### src/rtl/genie_pkg.sv
// Shared types for the GENIE stream stages (merge/split).
package genie_pkg;

   // Split-stage packet tracking: waiting for a first beat, or inside a packet.
   typedef enum logic [0:0] {
      S_SOP = 1'b0,
      S_PKT = 1'b1
   } genie_split_state_t;

   // Data bus width used when the payload width parameter may be zero.
   function automatic int bus_width(input int width);
      return (width > 0) ? width : 1;
   endfunction

endpackage

### src/rtl/genie_split.sv
// Packet-aware fan-out: routes each packet of one valid/ready/eop stream to
// the outputs selected by a mask taken on the packet's first beat. Multicast
// beats retire only after every selected output has accepted them; outputs
// that already took the current beat are masked off until it retires.
module genie_split
   import genie_pkg::*;
#(
   parameter int NO    = 2,
   parameter int WIDTH = 1
) (
   input  logic                       clk,
   input  logic                       reset,
   input  logic                       i_valid,
   input  logic [bus_width(WIDTH)-1:0] i_data,
   input  logic                       i_eop,
   input  logic [NO-1:0]              i_mask,
   output logic                       o_ready,
   output logic [NO-1:0]              o_valid,
   output logic [bus_width(WIDTH)-1:0] o_data,
   output logic                       o_eop,
   input  logic [NO-1:0]              i_ready
);

   localparam int DW = bus_width(WIDTH);

   genie_split_state_t state;
   logic [NO-1:0]      pkt_mask;
   logic [NO-1:0]      done;

   logic [NO-1:0]      eff_mask;
   logic [NO-1:0]      pending;
   logic [NO-1:0]      stall;
   logic [NO-1:0]      accept;
   logic               beat_done;

   // First beat routes by the live mask; later beats by the latched one.
   always_comb begin
      eff_mask = (state == S_SOP) ? i_mask : pkt_mask;
   end

   // Per-output presentation: an output sees the beat only until it takes it.
   for (genvar j = 0; j < NO; j++) begin : g_out
      assign pending[j] = eff_mask[j] & ~done[j];
      assign o_valid[j] = i_valid & pending[j];
      assign stall[j]   = pending[j] & ~i_ready[j];
      assign accept[j]  = o_valid[j] & i_ready[j];
   end

   // The beat retires once no selected output is still holding it back.
   always_comb begin
      o_ready   = ~|stall;
      beat_done = i_valid & o_ready;
   end

   // Payload is broadcast unchanged; a zero-width payload drives a constant.
   if (WIDTH > 0) begin : g_data
      assign o_data = i_data;
   end else begin : g_nodata
      logic unused_data;
      assign unused_data = ^i_data;
      assign o_data      = {DW{1'b0}};
   end

   assign o_eop = i_eop;

   // Packet FSM, latched mask and per-beat delivery record.
   always_ff @(posedge clk or posedge reset) begin
      if (reset) begin
         state    <= S_SOP;
         pkt_mask <= '0;
         done     <= '0;
      end else begin
         if (beat_done) begin
            done <= '0;
         end else if (i_valid) begin
            done <= done | accept;
         end

         case (state)
            S_SOP: begin
               if (i_valid) begin
                  pkt_mask <= i_mask;
               end
               if (beat_done && !i_eop) begin
                  state <= S_PKT;
               end
            end
            S_PKT: begin
               if (beat_done && i_eop) begin
                  state <= S_SOP;
               end
            end
            default: state <= S_SOP;
         endcase
      end
   end

endmodule

### config.mk
export PLATFORM = sky130hd
export DESIGN_NAME = genie_split
export DESIGN_NICKNAME = d
export VERILOG_FILES = /design/src/rtl/genie_pkg.sv /design/src/rtl/genie_split.sv
export SDC_FILE = /design/constraint.sdc
export NUM_CORES = 1
export LEC_CHECK = 0
export ABC_AREA = 1
export CAP_MARGIN = 10
export CORE_AREA = 2 2 39 41
export CTS_CLUSTER_DIAMETER = 80
export DETAILED_ROUTE_END_ITERATION = 10
export DIE_AREA = 0 0 41 43
export GPL_TIMING_DRIVEN = 0
export HOLD_SLACK_MARGIN = 0.1
export MAX_ROUTING_LAYER = met4
export PLACE_DENSITY = 0.51
export SKIP_CTS_REPAIR_TIMING = 1
export SLEW_MARGIN = 20
export SYNTH_ARGS = -nofsm -noshare
export SYNTH_HDL_FRONTEND = slang
export SYNTH_SLANG_ARGS = --single-unit
### constraint.sdc
create_clock -name clk -period 1.1 [get_ports clk]
set_input_delay 0.33 -clock clk [delete_from_list [all_inputs] [get_ports clk]]
set_output_delay 0.33 -clock clk [all_outputs]
set_load 0.005 [all_outputs]
* Word-level counts from Yosys, hierarchy flattened *
Index checks and enable logic that the tools add are counted.

storage, ports and cells
  bits in registers = 5
  latch bits = 0
  memory bits (writable) = 0
  bits in read-only memories = 0
  memories kept = 0

operators by class
  $add $sub $neg = 0
  multipliers = 0
  divide/modulo/power cells = 0
  magnitude comparators = 0
  equality and inequality tests = 0
  shift operators = 0
  mux-type cells = 6
  bitwise logic cells = 15
  reduce and logical (&&, ||, !) cells = 7

operators by type and width
  kind                 number
  $and A1 B1 Y1        9
  $mux W2              3
  $not A1 Y1           5
  $logic_and A1 B1 Y1  2
  $logic_not A1 Y1     2
  $mux W1              2
  $or A2 B2 Y2         1
  $pmux W1 S2          1
  $reduce_and A2 Y1    1
  $reduce_bool A2 Y1   1
  $reduce_or A2 Y1     1

* Longest topological paths before layout *
  word-level depth = 9
  depth in mapped cells = 7
  depth with buffers taken out = 7

* Worst setup path before layout *
Ideal clock, no wire load.

  path kind = flip-flop to output port
  from = reg with a tool-made name
  to = out o_ready
  arrival = 781 ps
  required time = 770 ps
  slack = -11 ps
  stages on the path, launching flop included = 7
  cell sequence = dfrtp_1 -> inv_2 -> nand2_2 -> nand2_2 -> nand3_2 -> nand2_1 -> inv_1

RTL lines
  item              line               text
  end: declaration  genie_split.sv:17  output logic o_ready,

==> metrics.csv <==
metric,value,unit
status,"finished, violations left",
failing checks,setup timing,
Slew Limit Headroom,0.803,
clk_lat worst skew,0.23,ns
Setup Skew,0.00166,ns
vias in the first global route,276,
post-synthesis sequential area ratio,0.372,
Die W,41,um
Worst path slowest cell,dfrtp_2,
initial antenna violation count,0,
first-pass GRT wire length,1.04,mm
Max Freq,0.658,GHz
worst slew pin tran,0.294,ns
Syn Std Cell Area,337,sq um
CP max FO,5,
DRT antenna net count,0,
share of cells above drive strength 1,0.385,
gr usage total,0.0942,
GRT overflow,0,
Ys Warns,0,
max-slew violation count,0,
Final Power,1.20,mW
Crit path top cell by count,nand2_4,
Setup Total Neg Slack,-1.20,ns
die footprint,0.00176,sq mm
PD cells,2100,mW/mm^2
DP HPWL,535,um
largest net degree at the start of global routing,7,
nets@finish,75,
Synth area leader,dfrtp_1,
"Hold Violations, Final",0,
"Avg Cell Area, Syn",7.16,sq um
Max Root-Sink Buffers,2,
Final Critical Period,1.52,ns
"Worst Path Class, Setup",reg2out,
dominant cells by area after synthesis,"dfrtp_1 37%, nand2_1 14%, inv_1 13%",
CTS Buf Count,3,
Port Buffers,12,
Crit. End Element,output port,
async set or reset register ratio after synthesis,1.00,
commonest cells in the netlist,"13 x nand2_1, 12 x inv_1, 5 x dfrtp_1",
initial core utilization,0.243,
Synth top area share,0.372,
type of origin of the critical path,flip-flop,
final worst path period share,1.38,
core area,0.00138,sq mm
final WL,679,um
Leakage,0.367,nW
clk slew on worst S/H paths,0.04,ns
Worst Path Arrival,1.19,ns
Layout area overhead,69.9,%
main flop type after synthesis,dfrtp_1,
RSZ-0062 raised after global routing,yes,
drt pass-1 iters,2,
num ports,14,
Top delay family on crit path,flip-flops,
RePlAce Congestion,0.664,
synthesis-stage register bit count,5,
DR DRC count,0,
Root Driver,clkbuf_4,
Synth cell types,13,
most frequent cell after synthesis,nand2_1,
Vias,333,
syn_nets,56,
CTS tree,built,
Max Cap Viol,0,
CP peak stage delay,0.44,ns
1st-iter DRT viols,1,
Vert. Die Dim,43,um
"Cell Chain, Critical Path",inv_4 > nand2_4 > nand2_4 > nand3_4 > nand2_2 > inv_2 > clkbuf_2,
setup ws final,-0.419,ns
CP Buf/Inv Count,3,
HP Class,in2async,
CTS sink count,5,
number of synthesized flops with an enable pin,0,
Post-Synthesis Cells,47,
n_diodes,0,
Peak VDD IR,0.815,mV
FP Rows,14,
CP Data Required Time,0.77,ns
htree depth,1,
setup violators final,4,
vias per cell,4.11,
Avg WL per Cell,8.38,um
stage by stage:
stage / instance area (sq um) / worst slack (ns) / hold WS, ns / instances / util
floorplan: 337 / -0.00415 / 0.109 / 47 / -
global route: 572 / -0.483 / 0.320 / 81 / 0.413
global placement: 477 / -0.854 / 0.491 / 75 / 0.344
finish: 572 / -0.419 / 0.289 / 81 / 0.413
detailed placement: 477 / -0.845 / 0.501 / 75 / 0.344
CTS: 503 / -0.846 / 0.287 / 79 / 0.363
final timing paths:
kind / startpoint / end / slack (ns) / cells past startpoint
max in group asynchronous: reset / asynchronous set/reset pin / 0.63 / 2
max: flip-flop / o_ready / -0.42 / 7
max reg2reg: flip-flop / done[1]$_DFFE_PP0P_ / -0.01 / 7
min reg2reg: pkt_mask[0]$_DFFE_PP0P_ / pkt_mask[0]$_DFFE_PP0P_ / 0.51 / 1
min in group clk: i_eop / flip-flop / 0.42 / 4
min: reset / done[0]$_DFFE_PP0P_ / 0.29 / 2
layout make-up:
cell class / count / area, sq um
Fill cell: 156 / 812
Sequential cell: 5 / 126
Timing Repair Buffer: 14 / 140
Multi-Input combinational cell: 27 / 193
Tap cell: 16 / 20.0
Buffer: 2 / 15.0
Inverter: 13 / 51.3
Clock buffer: 4 / 26.3
power breakdown:
group	switching [mW]	total (mW)	internal (mW)	leakage (nW)
clock network	0.0672	0.204	0.137	0.0150
logic	0.360	0.658	0.299	0.291
registers	0.0645	0.340	0.276	0.0616
worst register-to-register path, cell delays in order (launching register included):
cell and delay [ns]:
dfrtp_2 0.44, buf_4 0.15, a21oi_2 0.12, buf_4 0.12, nand4_1 0.06, nand2_1 0.07
nand2_1 0.04, inv_1 0.04
cells by family after synthesis:
kind of cell,share of synthesized area
and+or+nand+nor,0.375
buffers and inverters,0.190
DFF,0.372
AOI/OAI and AO/OA,0.0297
muxes,0.0335
metal layers:
metal	wire (um)	vias up	share of wire	GRT usage
li1	-	174	-	-
met1	293	151	0.43	0.111
met2	334	6	0.49	0.122
met3	37	2	0.054	0.0157
met4	14	0	0.021	0.100
met5	0	-	0	-
layout by cell type, fill, tap and decap left out, drive strengths merged:
cell type,Yosys,layout
clkdlybuf4s50,0,1
nor2,2,2
mux2,1,1
inv,13,13
nand2,16,16
dfrtp,5,5
nand3,2,2
a21oi,1,1
buf,2,6
dlymetal6s2s,0,8
clkbuf,0,5
nand4,4,4
o21ai,1,1
No activity file was read; power rests on OpenSTA's default activity.
